## config.mk

```make
export PLATFORM = sky130hd
export DESIGN_NAME = page_writer
export DESIGN_NICKNAME = d
export VERILOG_FILES = /design/src/rtl/page_writer_pkg.sv /design/src/rtl/page_mem.sv /design/src/rtl/page_writer.sv
export SDC_FILE = /design/constraint.sdc
export NUM_CORES = 1
export LEC_CHECK = 0
export BUFFER_PORTS_ARGS = -buffer_cell sky130_fd_sc_hd__buf_4
export CAP_MARGIN = 20
export CORE_ASPECT_RATIO = 1.75
export CORE_MARGIN = 2
export CORE_UTILIZATION = 50
export DETAILED_ROUTE_END_ITERATION = 8
export GPL_TIMING_DRIVEN = 0
export MAX_ROUTING_LAYER = met4
export PLACE_DENSITY = 0.68
export SLEW_MARGIN = 20
export SYNTH_ARGS = -nofsm -noshare
export SYNTH_HDL_FRONTEND = slang
export SYNTH_HIERARCHICAL = 1
export SYNTH_SLANG_ARGS = --single-unit
```

## constraint.sdc

```tcl
create_clock -name clk -period 4.2 [get_ports clk]
set_input_delay 1.05 -clock clk [delete_from_list [all_inputs] [get_ports clk]]
set_output_delay 1.05 -clock clk [all_outputs]
set_load 0.02 [all_outputs]
```

## src/rtl/page_writer_pkg.sv

```systemverilog
// Shared definitions for the UFM page write buffer: default geometry,
// erased-flash byte value and buffer state encoding.
package page_writer_pkg;

  localparam int unsigned ADDR_W_DEF    = 15;
  localparam int unsigned PAGE_LOG2_DEF = 4;
  localparam int unsigned PAGE_BYTES    = 1 << PAGE_LOG2_DEF;

  localparam logic [7:0] ERASED_BYTE = 8'hFF;

  typedef enum logic {
    ST_FILL  = 1'b0,
    ST_DRAIN = 1'b1
  } state_e;

endpackage

```

## src/rtl/page_mem.sv

```systemverilog
// Page byte store: one write port, one registered read port. A same-cycle
// write to the read address is forwarded so the read sees the new byte.
module page_mem
  import page_writer_pkg::*;
#(
  parameter int unsigned DEPTH_LOG2 = PAGE_LOG2_DEF
) (
  input  logic                  clk,
  input  logic                  we_i,
  input  logic [DEPTH_LOG2-1:0] waddr_i,
  input  logic [7:0]            wdata_i,
  input  logic [DEPTH_LOG2-1:0] raddr_i,
  output logic [7:0]            rdata_o
);

  localparam int unsigned DEPTH = 1 << DEPTH_LOG2;

  logic [7:0] mem_q [DEPTH];

  always_ff @(posedge clk) begin
    if (we_i) begin
      mem_q[waddr_i] <= wdata_i;
    end
    // Forwarding lets a write issued in the commit cycle land on beat 0.
    rdata_o <= (we_i && (waddr_i == raddr_i)) ? wdata_i : mem_q[raddr_i];
  end

endmodule

```

## src/rtl/page_writer.sv

```systemverilog
// Random-access byte buffer for one UFM page; drains the open page as a
// sequential byte stream with a valid/ack handshake.
module page_writer
  import page_writer_pkg::*;
#(
  parameter int unsigned ADDR_W    = ADDR_W_DEF,
  parameter int unsigned PAGE_LOG2 = PAGE_LOG2_DEF
) (
  input  logic                        clk,
  input  logic                        rst,
  input  logic [ADDR_W-1:0]           addr,
  input  logic [7:0]                  data_in,
  input  logic                        write_en,
  output logic                        write_rdy,
  input  logic                        commit,
  output logic [ADDR_W-PAGE_LOG2-1:0] page_addr,
  output logic [7:0]                  data_seq,
  output logic                        seq_valid,
  input  logic                        seq_ack,
  output logic                        seq_last,
  output logic                        busy
);

  localparam int unsigned PAGE_W = ADDR_W - PAGE_LOG2;
  localparam int unsigned NBYTES = 1 << PAGE_LOG2;

  state_e                state_q, state_d;
  logic [NBYTES-1:0]     valid_q, valid_d;
  logic [PAGE_LOG2-1:0]  off_q, off_d;
  logic [PAGE_W-1:0]     page_q, page_d;

  logic [PAGE_LOG2-1:0]  wr_off;
  logic [PAGE_W-1:0]     wr_page;
  logic                  any_valid;
  logic                  page_miss;
  logic                  wr_acc;
  logic                  drain_req;
  logic                  xfer;
  logic                  last_xfer;
  logic [7:0]            rd_data;

  assign wr_off    = addr[PAGE_LOG2-1:0];
  assign wr_page   = addr[ADDR_W-1:PAGE_LOG2];
  assign any_valid = |valid_q;
  assign page_miss = any_valid && (wr_page != page_q);

  assign wr_acc    = write_en && write_rdy;
  assign xfer      = seq_valid && seq_ack;
  assign last_xfer = xfer && seq_last;

  // A write arriving with the commit counts toward "page has content";
  // a write to a foreign page forces a drain of the open one.
  assign drain_req = (state_q == ST_FILL) &&
                     ((commit && (any_valid || wr_acc)) || (write_en && page_miss));

  always_ff @(posedge clk) begin
    if (rst) begin
      state_q <= ST_FILL;
    end else begin
      state_q <= state_d;
    end
  end

  always_comb begin
    state_d = state_q;
    unique case (state_q)
      ST_FILL:  if (drain_req) state_d = ST_DRAIN;
      ST_DRAIN: if (last_xfer) state_d = ST_FILL;
      default:  state_d = ST_FILL;
    endcase
  end

  always_comb begin
    busy      = (state_q == ST_DRAIN);
    seq_valid = busy;
    seq_last  = busy && (off_q == '1);
    write_rdy = (state_q == ST_FILL) && !(write_en && page_miss);
    data_seq  = (busy && valid_q[off_q]) ? rd_data : ERASED_BYTE;
    page_addr = page_q;
  end

  always_comb begin
    valid_d = valid_q;
    page_d  = page_q;
    off_d   = off_q;
    if (wr_acc) begin
      valid_d[wr_off] = 1'b1;
      if (!any_valid) begin
        page_d = wr_page;
      end
    end
    if (xfer) begin
      off_d = off_q + PAGE_LOG2'(1);
    end
    if (last_xfer) begin
      valid_d = '0;
    end
  end

  always_ff @(posedge clk) begin
    if (rst) begin
      valid_q <= '0;
      off_q   <= '0;
      page_q  <= '0;
    end else begin
      valid_q <= valid_d;
      off_q   <= off_d;
      page_q  <= page_d;
    end
  end

  // Read address tracks the offset of the next cycle so the registered
  // read byte lines up with off_q.
  page_mem #(
    .DEPTH_LOG2(PAGE_LOG2)
  ) u_mem (
    .clk     (clk),
    .we_i    (wr_acc),
    .waddr_i (wr_off),
    .wdata_i (data_in),
    .raddr_i (off_d),
    .rdata_o (rd_data)
  );

endmodule

```

==> metrics.md <==
| Metric | Value |
|---|---|
| Sequential area share after synthesis | about two thirds |
| CTS Sinks | 164 |
| Post-synth ARST share | 0% |
| Worst-skew pair later-pin latency | roughly 0.41 ns |
| Worst Reg-to-Reg Cells | 6 |
| Post-CTS Resized | 0 |
| CP delay by family, top | simple AND/OR/NAND/NOR gates |
| Crit path buffers/inverters | 2 |
| TritonCTS Buffers | 17 |
| Vias per cell | roughly 6.0 |
| Die Width | around 94 um |
| Post-CTS setup buffers | 0 |
| Input/output buffers | 50 |
| DP Worst Slack | -0.0772 ns |
| Crit path DAT | ~3.9 ns |
| Total power | 3.66 mW |
| # diodes | 0 |
| WHS | roughly 0.5 ns |
| Die H | about 160 um |
| Final Wtd Congestion | approximately 0.95 |
| Fin worst setup slack | around 0.36 ns |
| Critical path type | in -> reg |
| Cell chain of the critical path | buf_4, xor2_1, nor4_1, nand4_2, buf_4, o21ai_0, or3b_2, nor2_1 |
| Inst Count DP | 682 |
| Yosys top cell area share | a little over half |
| HP Start | page_addr[4] |
| Grt ovf | 0 |
| Most used cell, CP | buf_4 |
| Rows | between 50 and 60 |
| Worst hold path cell count | 2 |
| Final Hold Fails | 0 |
| Slowest stage delay, CP | around 0.68 ns |
| Clk_skew | about 0.0093 ns |
| Most used DFF post-synth | edfxtp_1 |
| Max Cap Viol | 0 |
| Simple-Gate Fraction of Synth Area | approximately 8.5% |
| Layout Cells excl Fill | roughly 700 |
| CP required | ~4.2 ns |
| Worst-path fanout max | 10 |
| # H-tree levels | 4 |
| Main combinational cell family by area after synthesis | multiplexers |
| Post-Syn Nets | 484 |
| Cell count after synthesis | 455 |
| Hold bufs inserted after CTS | 0 |
| Mux contribution to synthesized area | ~13% |
| Detail Route Antenna Nets | 0 |
| Worst Hold End | page_addr[4] |
| Area contributors post-synth | edfxtp_1 (55%), dfxtp_1 (10%), mux4_2 (7.0%) |
| First-pass DRT Iterations | 5 |
| CTS clk-pin slew, worst paths | approximately 0.070 ns |
| Period Utilization, post-route | roughly nine tenths |
| Detailed placer's ending HPWL | 11.4 mm |
| Largest net degree at the start of global routing | 17 |
| Initial DRC Count | about 320 |
| Rel. slew slack | 42.1% |
| Max Fclk | between 200 and 300 MHz |
| Seq. cell area | about 4600 um2 |
| Worst vdd ir | 0.000282 V |
| Status | completed |
| Area of the multi-input gates | 2280 um2 |
| Max Slew Vio Count | 0 |
| Clock root buffer | clkbuf_16 |
| Die area | roughly 15000 um2 |
| Post-synth top cells | edfxtp_1 (128), dfxtp_1 (36), nand3_1 (26) |
| Initial core utilization | between 50% and 60% |
| Crit Reg-Reg Startpoint | valid_q[11] |
| DRC | 0 |
| Final #Nets | about 550 |
| Total GRT Usage | roughly 22% |
| DRT Wirelength | approximately 16 mm |
| Post-Synth XOR/XNOR Area | between 1.5 and 2% |
| # setup viols final | 0 |
| Top cell type by total area after synthesis | edfxtp_1 |
| R2r setup slk | roughly 0.49 ns |
| Share of cells above drive strength 1 | between 20% and 30% |
| Clock buffer depth | 2 |
| Syn Area/Cell | approximately 15 um2 |
| Worst slew pin tran | a little under 0.9 ns |
| EDFF count, synth | about 130 |
| DR vias | about 4300 |
| Crit path depth | 8 |
| Slowest-stage cell, CP | nor2_1 |
| Ys Warns | 6 |
| Vias in the first global route | approximately 4400 |
| Min-Delay Path Class | reg -> reg |
| Most frequent cell after synthesis | edfxtp_1 |
| Synth unique cells | 44 |
| Cell Area, Synth | 7040 um2 |
| Worst Setup Start Kind | input pin |
| Post-Synth Adder-Cell Area | less than 1% |
| Initial antenna violation count | 0 |
| Yosys reg bits | 164 |
| Pwr Density | approximately 450 nW/um2 |
| Sum of negative setup slack | 0 ns |
| Layout filler cell count | 1114 |
| Minimum clock period | 3.84 ns |
| Routed len/inst | between 20 and 25 um |
| First-pass GRT wire length | 23.9 mm |
| I/O pins | 51 |
| Unrepaired setup endpoints after global routing | no |
| Leakage power | about 2.7 nW |
| Setup crit end kind | register |
| Placeable Area | 13800 um2 |
| Compound-cell area share of the yosys netlist | between 8 and 9% |
| Worst r2r dst | u_mem/mem_q[3][7] |
| Area Overhead vs Synth | 16.5% |
| CTS tree | yes |
==> per-stage QoR <==
stage | cell area, um2 | util, %
floorplan | 7040 | -
global placement | 7640 | 55.2
detailed placement | 7660 | 55.4
CTS | 8200 | 59.3
global route | 8200 | 59.3
finish | 8200 | 59.3
==> where the power goes <==
group          total (mW)  internal (mW)  switching (mW)
Combinational       0.446          0.193           0.253
Clock                1.42          0.769           0.648
Sequential           1.80           1.78          0.0182
Total                3.66           2.74           0.919
==> layout make-up <==
class                   count  share of cell area [%]
well taps                 177                    2.70
clock inverters            14                    1.43
plain buffers              33                    2.61
repair buffers             50                    4.58
inverters                   1                  0.0458
flip-flops and latches    164                    55.6
multi-input cells         257                    27.8
clock buffers              17                    5.19
==> layout by cell type (no fill, tap or decap), types with 2 or more instances in the layout <==
cell	instances
nor3_2	4
mux4_2	22
buf_2	9
a211oi_1	16
and4_1	2
nand2_1	13
buf_6	5
o21ai_0	18
clkbuf_1	10
mux4_1	14
clkinvlp_4	5
nor4_1	6
inv_8	2
a32oi_1	16
dfxtp_1	36
xor2_1	12
buf_4	56
or3b_1	2
a22oi_1	16
nand3_1	26
mux2i_1	2
inv_6	5
nand3b_1	3
o21ai_1	10
and2_1	2
clkdlybuf4s25_2	3
xnor2_1	2
a21oi_1	11
nand2b_1	14
nor2_1	18
nand4_1	5
edfxtp_1	128
clkbuf_16	17
nor2b_1	9
==> worst min-delay path, cell delays in order, from the launching register on <==
cell and delay (ns):
dfxtp_1 0.33, o21ai_0 0.07, a21oi_1 0.06
==> sequential cells by signal, summed over array words and instances, names as in the netlist, named ones only <==
signal       flops
page_addr       11
valid_q         16
busy             1
off_q            4
u_mem/mem_q    128
==> metal layers <==
layer	vias up	wire length (um)	global-route usage, %
li1	1980	-	-
met1	2139	5610	22.7
met2	135	8880	39.7
met3	38	560	4.15
met4	0	738	11.8
met5	-	0	-
==> cell families (layout without fill, tap and decap cells) <==
logic type / after synthesis / in the layout
buffers and inverters: 34 / 115
adders and majority gates: 1 / 1
muxes: 39 / 39
DFF: 164 / 164
AOI/OAI and AO/OA: 92 / 92
and+or+nand+nor: 111 / 111
xor gates and xnor gates: 14 / 14
==> worst max-delay path by stage <==
stage                              to  slack, ns  startpoint
floorplan           u_mem/mem_q[0][0]       0.57     addr[6]
global placement    u_mem/mem_q[0][1]      -0.46     addr[6]
detailed placement  u_mem/mem_q[2][1]      -0.08     addr[6]
CTS                 u_mem/mem_q[2][7]       0.36     addr[6]
global route        u_mem/mem_q[2][5]       0.18     addr[6]
finish              u_mem/mem_q[3][7]       0.36     addr[6]
No activity file was read; power rests on OpenSTA's default activity.
